<file path="config.mk">
export PLATFORM = sky130hd
export DESIGN_NAME = tc_pl_cap_data_merge_src
export DESIGN_NICKNAME = d
export VERILOG_FILES = /design/src/rtl/tc_pl_cap_pkg.sv /design/src/rtl/tc_pl_cap_sfifo.sv /design/src/rtl/tc_pl_cap_data_merge_src.sv
export SDC_FILE = /design/constraint.sdc
export NUM_CORES = 1
export LEC_CHECK = 0
export ABC_AREA = 1
export BUFFER_PORTS_ARGS = -buffer_cell sky130_fd_sc_hd__clkbuf_2
export CORE_MARGIN = 2
export CORE_UTILIZATION = 40
export CTS_CLUSTER_SIZE = 30
export DETAILED_ROUTE_END_ITERATION = 7
export SYNTH_ARGS = -nofsm -noshare
export SYNTH_HDL_FRONTEND = slang
export SYNTH_HIERARCHICAL = 1
export SYNTH_SLANG_ARGS = --single-unit
</file>
<file path="constraint.sdc">
create_clock -name clk -period 5.4 [get_ports clk]
set_input_delay 0.54 -clock clk [delete_from_list [all_inputs] [get_ports clk]]
set_output_delay 0.54 -clock clk [all_outputs]
set_load 0.01 [all_outputs]
</file>
<file path="src/rtl/tc_pl_cap_pkg.sv">
// Shared definitions for the capture-stream source: default widths and FSM states.
package tc_pl_cap_pkg;

  localparam int CAP0_6  = 14;  // cap_points / point counter width
  localparam int ADC_W   = 28;  // one ADC channel sample
  localparam int ADC0_1  = 56;  // merged {adc1, adc0} word, 2*ADC_W
  localparam int FIFO_AW = 4;   // FIFO depth = 2**FIFO_AW

  typedef enum logic [1:0] {
    ST_IDLE  = 2'd0,
    ST_RUN   = 2'd1,
    ST_DRAIN = 2'd2,
    ST_DONE  = 2'd3
  } cap_state_e;

endpackage

</file>
<file path="src/rtl/tc_pl_cap_sfifo.sv">
// Single-clock show-ahead FIFO. Head word is visible on dout whenever !empty.
// A push on a full FIFO is accepted if a pop happens in the same cycle.
// dout is forced to zero while empty so the stream data bus idles at 0.
module tc_pl_cap_sfifo #(
  parameter int DW = 56,
  parameter int AW = 4
) (
  input  logic          clk,
  input  logic          rst,
  input  logic          push,
  input  logic          pop,
  input  logic          flush,
  input  logic [DW-1:0] din,
  output logic [DW-1:0] dout,
  output logic          full,
  output logic          empty
);

  localparam int DEPTH = 1 << AW;

  logic [DW-1:0] mem [DEPTH];
  logic [AW-1:0] wr_ptr, rd_ptr;
  logic [AW:0]   count;
  logic          do_push, do_pop;

  assign full    = (count == (AW+1)'(DEPTH));
  assign empty   = (count == '0);
  assign do_pop  = pop & ~empty;
  // Pop frees the slot first, so a full FIFO still takes a simultaneous push.
  assign do_push = push & (~full | do_pop);
  assign dout    = empty ? '0 : mem[rd_ptr];

  // Pointer and occupancy bookkeeping; flush empties the FIFO in one cycle.
  always_ff @(posedge clk or posedge rst) begin
    if (rst) begin
      wr_ptr <= '0;
      rd_ptr <= '0;
      count  <= '0;
    end else if (flush) begin
      wr_ptr <= '0;
      rd_ptr <= '0;
      count  <= '0;
    end else begin
      if (do_push) wr_ptr <= wr_ptr + 1'b1;
      if (do_pop)  rd_ptr <= rd_ptr + 1'b1;
      case ({do_push, do_pop})
        2'b10:   count <= count + 1'b1;
        2'b01:   count <= count - 1'b1;
        default: count <= count;
      endcase
    end
  end

  // Storage array; contents are don't-care until written, so no reset.
  always_ff @(posedge clk) begin
    if (do_push && !flush) mem[wr_ptr] <= din;
  end

endmodule

</file>
<file path="src/rtl/tc_pl_cap_data_merge_src.sv">
// Source side of the merge capture stream: packs {adc1, adc0} into one word,
// buffers it in a show-ahead FIFO and hands it out with valid/ready, stopping
// after cap_points words are written or when the consumer reports completion.
module tc_pl_cap_data_merge_src
  import tc_pl_cap_pkg::*;
#(
  parameter int CAP0_6  = tc_pl_cap_pkg::CAP0_6,
  parameter int ADC_W   = tc_pl_cap_pkg::ADC_W,
  parameter int ADC0_1  = tc_pl_cap_pkg::ADC0_1,
  parameter int FIFO_AW = tc_pl_cap_pkg::FIFO_AW
) (
  input  logic              clk,
  input  logic              rst,
  input  logic              cap_en,
  input  logic [CAP0_6-1:0] cap_points,
  input  logic [ADC_W-1:0]  adc0_data,
  input  logic [ADC_W-1:0]  adc1_data,
  input  logic              adc_valid,
  output logic [ADC0_1-1:0] Gc_merge_data,
  output logic              Gc_mereg_datv,
  input  logic              Gc_mereg_datr,
  input  logic              Gc_cap_cmpt,
  output logic              busy,
  output logic              done,
  output logic              overflow,
  output logic [CAP0_6-1:0] sent_cnt
);

  cap_state_e        state;
  logic              cap_en_d;
  logic [CAP0_6-1:0] pts_q;
  logic [CAP0_6-1:0] wr_cnt;

  logic fifo_full, fifo_empty;
  logic xfer, flush, want, fifo_push, accept, drop;

  assign busy = (state == ST_RUN) || (state == ST_DRAIN);
  assign done = (state == ST_DONE);

  assign Gc_mereg_datv = ~fifo_empty;
  assign xfer          = Gc_mereg_datv & Gc_mereg_datr;

  // Dropping cap_en aborts from any state; completion aborts an active capture.
  assign flush     = ~cap_en | (Gc_cap_cmpt & busy);
  assign want      = (state == ST_RUN) & adc_valid & (wr_cnt != pts_q);
  assign fifo_push = want & ~flush;
  assign accept    = fifo_push & (~fifo_full | xfer);
  assign drop      = fifo_push & fifo_full & ~xfer;

  tc_pl_cap_sfifo #(
    .DW (ADC0_1),
    .AW (FIFO_AW)
  ) u_fifo (
    .clk   (clk),
    .rst   (rst),
    .push  (fifo_push),
    .pop   (xfer),
    .flush (flush),
    .din   ({adc1_data, adc0_data}),
    .dout  (Gc_merge_data),
    .full  (fifo_full),
    .empty (fifo_empty)
  );

  // Capture FSM with write/sent counters and sticky overflow.
  always_ff @(posedge clk or posedge rst) begin
    if (rst) begin
      state    <= ST_IDLE;
      cap_en_d <= 1'b0;
      pts_q    <= '0;
      wr_cnt   <= '0;
      sent_cnt <= '0;
      overflow <= 1'b0;
    end else begin
      cap_en_d <= cap_en;
      if (xfer && (sent_cnt != '1)) sent_cnt <= sent_cnt + 1'b1;
      if (accept) wr_cnt <= wr_cnt + 1'b1;
      if (drop)   overflow <= 1'b1;

      if (!cap_en) begin
        state <= ST_IDLE;
      end else begin
        case (state)
          ST_IDLE: begin
            if (!cap_en_d) begin
              pts_q    <= cap_points;
              wr_cnt   <= '0;
              sent_cnt <= '0;
              overflow <= 1'b0;
              state    <= (cap_points == '0) ? ST_DONE : ST_RUN;
            end
          end
          ST_RUN: begin
            if (Gc_cap_cmpt)
              state <= ST_DONE;
            else if (accept && (wr_cnt + 1'b1 == pts_q))
              state <= ST_DRAIN;
          end
          ST_DRAIN: begin
            if (Gc_cap_cmpt || fifo_empty) state <= ST_DONE;
          end
          default: state <= ST_DONE;  // DONE holds until cap_en falls
        endcase
      end
    end
  end

endmodule
</file>
==> impl_metrics.py <==
metrics = {
    "cells_and_area": {
        "drive_above_1_share_pct": 9.58,
        "layout_common_cells": "nand2_1, edfxtp_1, nor2_1, nand3_1, o21ai_0",
        "n_fill_cell": 9200,
        "multi_input_comb_area_um2": 10100,
        "fin_nets": 3841,
        "final_common_cell": "nand2_1",
        "ff_latch_area_um2": 28400,
        "syn2layout_area_growth_pct": 12.5,
        "fin_cells": 5130,
    },
    "floorplan": {
        "core-area_um2": 99900,
        "die_x_um": 321,
        "die_area_um2": 103000,
        "ios": 150,
        "initial_core_util_pct": 40.2,
        "num_rows": 116,
        "fp.dieH_um": 321,
    },
    "clocking": {
        "ctsResizeCount": 0,
        "cts_setup_buffers": 0,
        "cts_tree": "done",
        "clock_latency_ps": 680,
        "cts-root-buf": "clkbuf_16",
        "cts_buffers": 100,
        "clkSlewWorstSetupHoldPaths_ps": 60,
        "hold_buffers": 1,
        "numClockSinks": 955,
        "htreeDepth": 3,
        "clockBufferDepth": 3,
    },
    "yosys": {
        "ys_warn_count": 6,
        "synthCells": 3656,
        "synthTopCellsByArea": "edfxtp_1, nand2_1, nand3_1",
        "synth_area_leader_cell": "edfxtp_1",
        "synthArstFlopShare_pct": 6.18,
        "synth_seq_cells": 955,
        "avgSynthCellArea_um2": 11.0,
        "yosysSeqAreaShare_pct": 70.7,
        "synth_edf_count": 896,
        "syn_nets": 3747,
        "synth_cell_type_count": 38,
        "synth_top_area_share_pct": 67.0,
        "syn_area_um2": 40200,
        "ys.flop_type": "edfxtp_1",
    },
    "sta": {
        "slew_viol_final": 0,
        "tightest_slew_ps": 1300,
        "rsz0062_at_grt": "no",
        "relSlewSlack_pct": 13.1,
        "finalHoldViolations": 0,
        "timing.hold.ws_ps": 47.2,
        "post-route-period-util_pct": 88.9,
        "fmax_mhz": 208,
        "period_needed_ps": 4800,
        "setup_violations": 0,
        "skew_ps": 40.0,
        "setup_tns_ps": 0,
    },
    "worst_setup_path": {
        "crit_required_ps": 4860,
        "max_stage_delay_ps": 840,
        "slowest_stage": "dfrtp_4",
        "startpoint_type": "flip-flop",
        "cp_top_family": "buffers and inverters",
        "end_kind": "output pin",
        "crit_fanout": 236,
        "critPathArrivalTime_ps": 4260,
        "path_class": "reg -> out",
        "path_buf_inv": 3,
        "cpMostUsedCell": "nand3_1",
        "path_cells": "clkinv_8, buf_4, nand2_1, nand3_1, nand3_1, nand3_1, a21oi_1, clkbuf_2",
    },
    "place": {
        "gp_congestion": 0.781,
        "placedCellCount": 4945,
        "port-buffer-count": 149,
        "hpwl_um": 51100,
    },
    "flow_run": {
        "cap_violations": 0,
    },
    "global_routing": {
        "grt_overflow": 0,
        "grt_pass1_wl_um": 155000,
        "grt_pass1_vias": 25000,
        "grtUsageTotal_pct": 19.7,
        "antenna_found_initial": 5,
        "grt_max_degree": 237,
    },
    "routing": {
        "routedWlPerCell_um": 20.0,
        "vias_per_cell": 5.19,
        "drt_first_pass_iters": 5,
        "drtIter0Drc": 2493,
        "wirelength_um": 103000,
        "drcViolationCount": 0,
        "postRouteAntennaNets": 0,
        "vias": 26600,
    },
    "run_status": {
        "outcome": "completed",
    },
    "power_and_ir_drop": {
        "irDropWorstVdd_uv": 298,
        "powerDensity_nw_per_um2": 342,
        "leakage_nw": 16.9,
    },
    "hold_path": {
        "hp-class": "in -> reg",
    },
}
[cell usage after synthesis (all sizes together), types with 2 or more instances]
master,n
nand2,952
edfxtp,896
nor2,521
nand3,435
o21ai,263
inv,194
buf,109
clkbuf,91
a21oi,75
dfrtp,59
ha,14
xor2,9
nor3,7
nand4,6
nor4,5
xnor2,5
a31oi,4
nand3b,3
o21a,2
o31ai,2
[power breakdown]
group | switching [mW] | internal (mW) | leakage, nW
logic | 0.516 | 0.228 | 6.62
clock network | 2.82 | 3.61 | 1.46
registers | 0.0954 | 8.20 | 8.83
total | 3.43 | 12.0 | 16.9
[final cells by class]
class	count	area share, %
sequential	955	62.8
tap	1298	3.59
clock buffer	133	5.90
timing repair buffer	192	2.76
multi-input combinational	2306	22.4
inverter	195	1.68
antenna	3	0.0166
clock inverter	48	0.827
[flip-flops by register name, indices dropped and copies added (netlist names)]
signal	flops
u_fifo/rd_ptr	4
cap_en_d	1
wr_cnt	14
u_fifo/wr_ptr	4
sent_cnt	14
pts_q	14
overflow	1
state	2
u_fifo/count	5
u_fifo/mem	896
[routing by layer]
layer	track usage (%)	up-vias	share of wire (%)
met3	3.20	159	6.3
met1	27.0	12900	43
li1	-	12700	-
met5	0	-	0.021
met4	6.05	4	2.6
met2	32.4	884	48
[per-stage QoR]
stage	cell area (µm²)	power (mW)	utilization, %	setup slack, ps
floorplan	40200	8.90	-	904
global placement	42100	9.18	42.2	1350
detailed placement	42100	9.20	42.2	1350
CTS	45200	15.6	45.3	599
global route	45200	16.0	45.3	461
finish	45200	15.5	45.3	599
[worst reg2reg max path: stages, from the launching register on]
cell and delay, ps:
dfrtp_1 400, inv_1 80, ha_1 320, nand2_1 60
nand2_1 210, nor2_1 240, nand2_2 90, inv_2 120
o21ai_1 240, inv_1 190, nand2_1 250, nor2_4 690
buf_12 410
[cell families after synthesis]
| kind of cell | Yosys count | share of synthesized area (%) |
|---|---|---|
| compound gates | 348 | 4.41 |
| xor+xnor | 14 | 0.305 |
| simple gates | 1929 | 19.7 |
| buf+inv | 395 | 4.43 |
| fa+ha+maj | 15 | 0.486 |
| flops | 955 | 70.7 |
[path summary, 6_finish.rpt]
kind / startpoint / endpoint / slack [ps] / cells after the start
worst max-delay path: u_fifo/rd_ptr[0] / Gc_merge_data[7] / 600 / 8
worst min-delay path: cap_en / cap_en_d / 50 / 1
worst max register to register: state[0] / u_fifo/mem[1][20] / 1700 / 12
worst min register to register: pts_q[12] / pts_q[12] / 510 / 2
max in group asynchronous: rst / wr_cnt[0] / 4060 / 3
min in group asynchronous: rst / u_fifo/rd_ptr[0] / 530 / 3
Note: power is estimated with default switching activity, not from simulation.
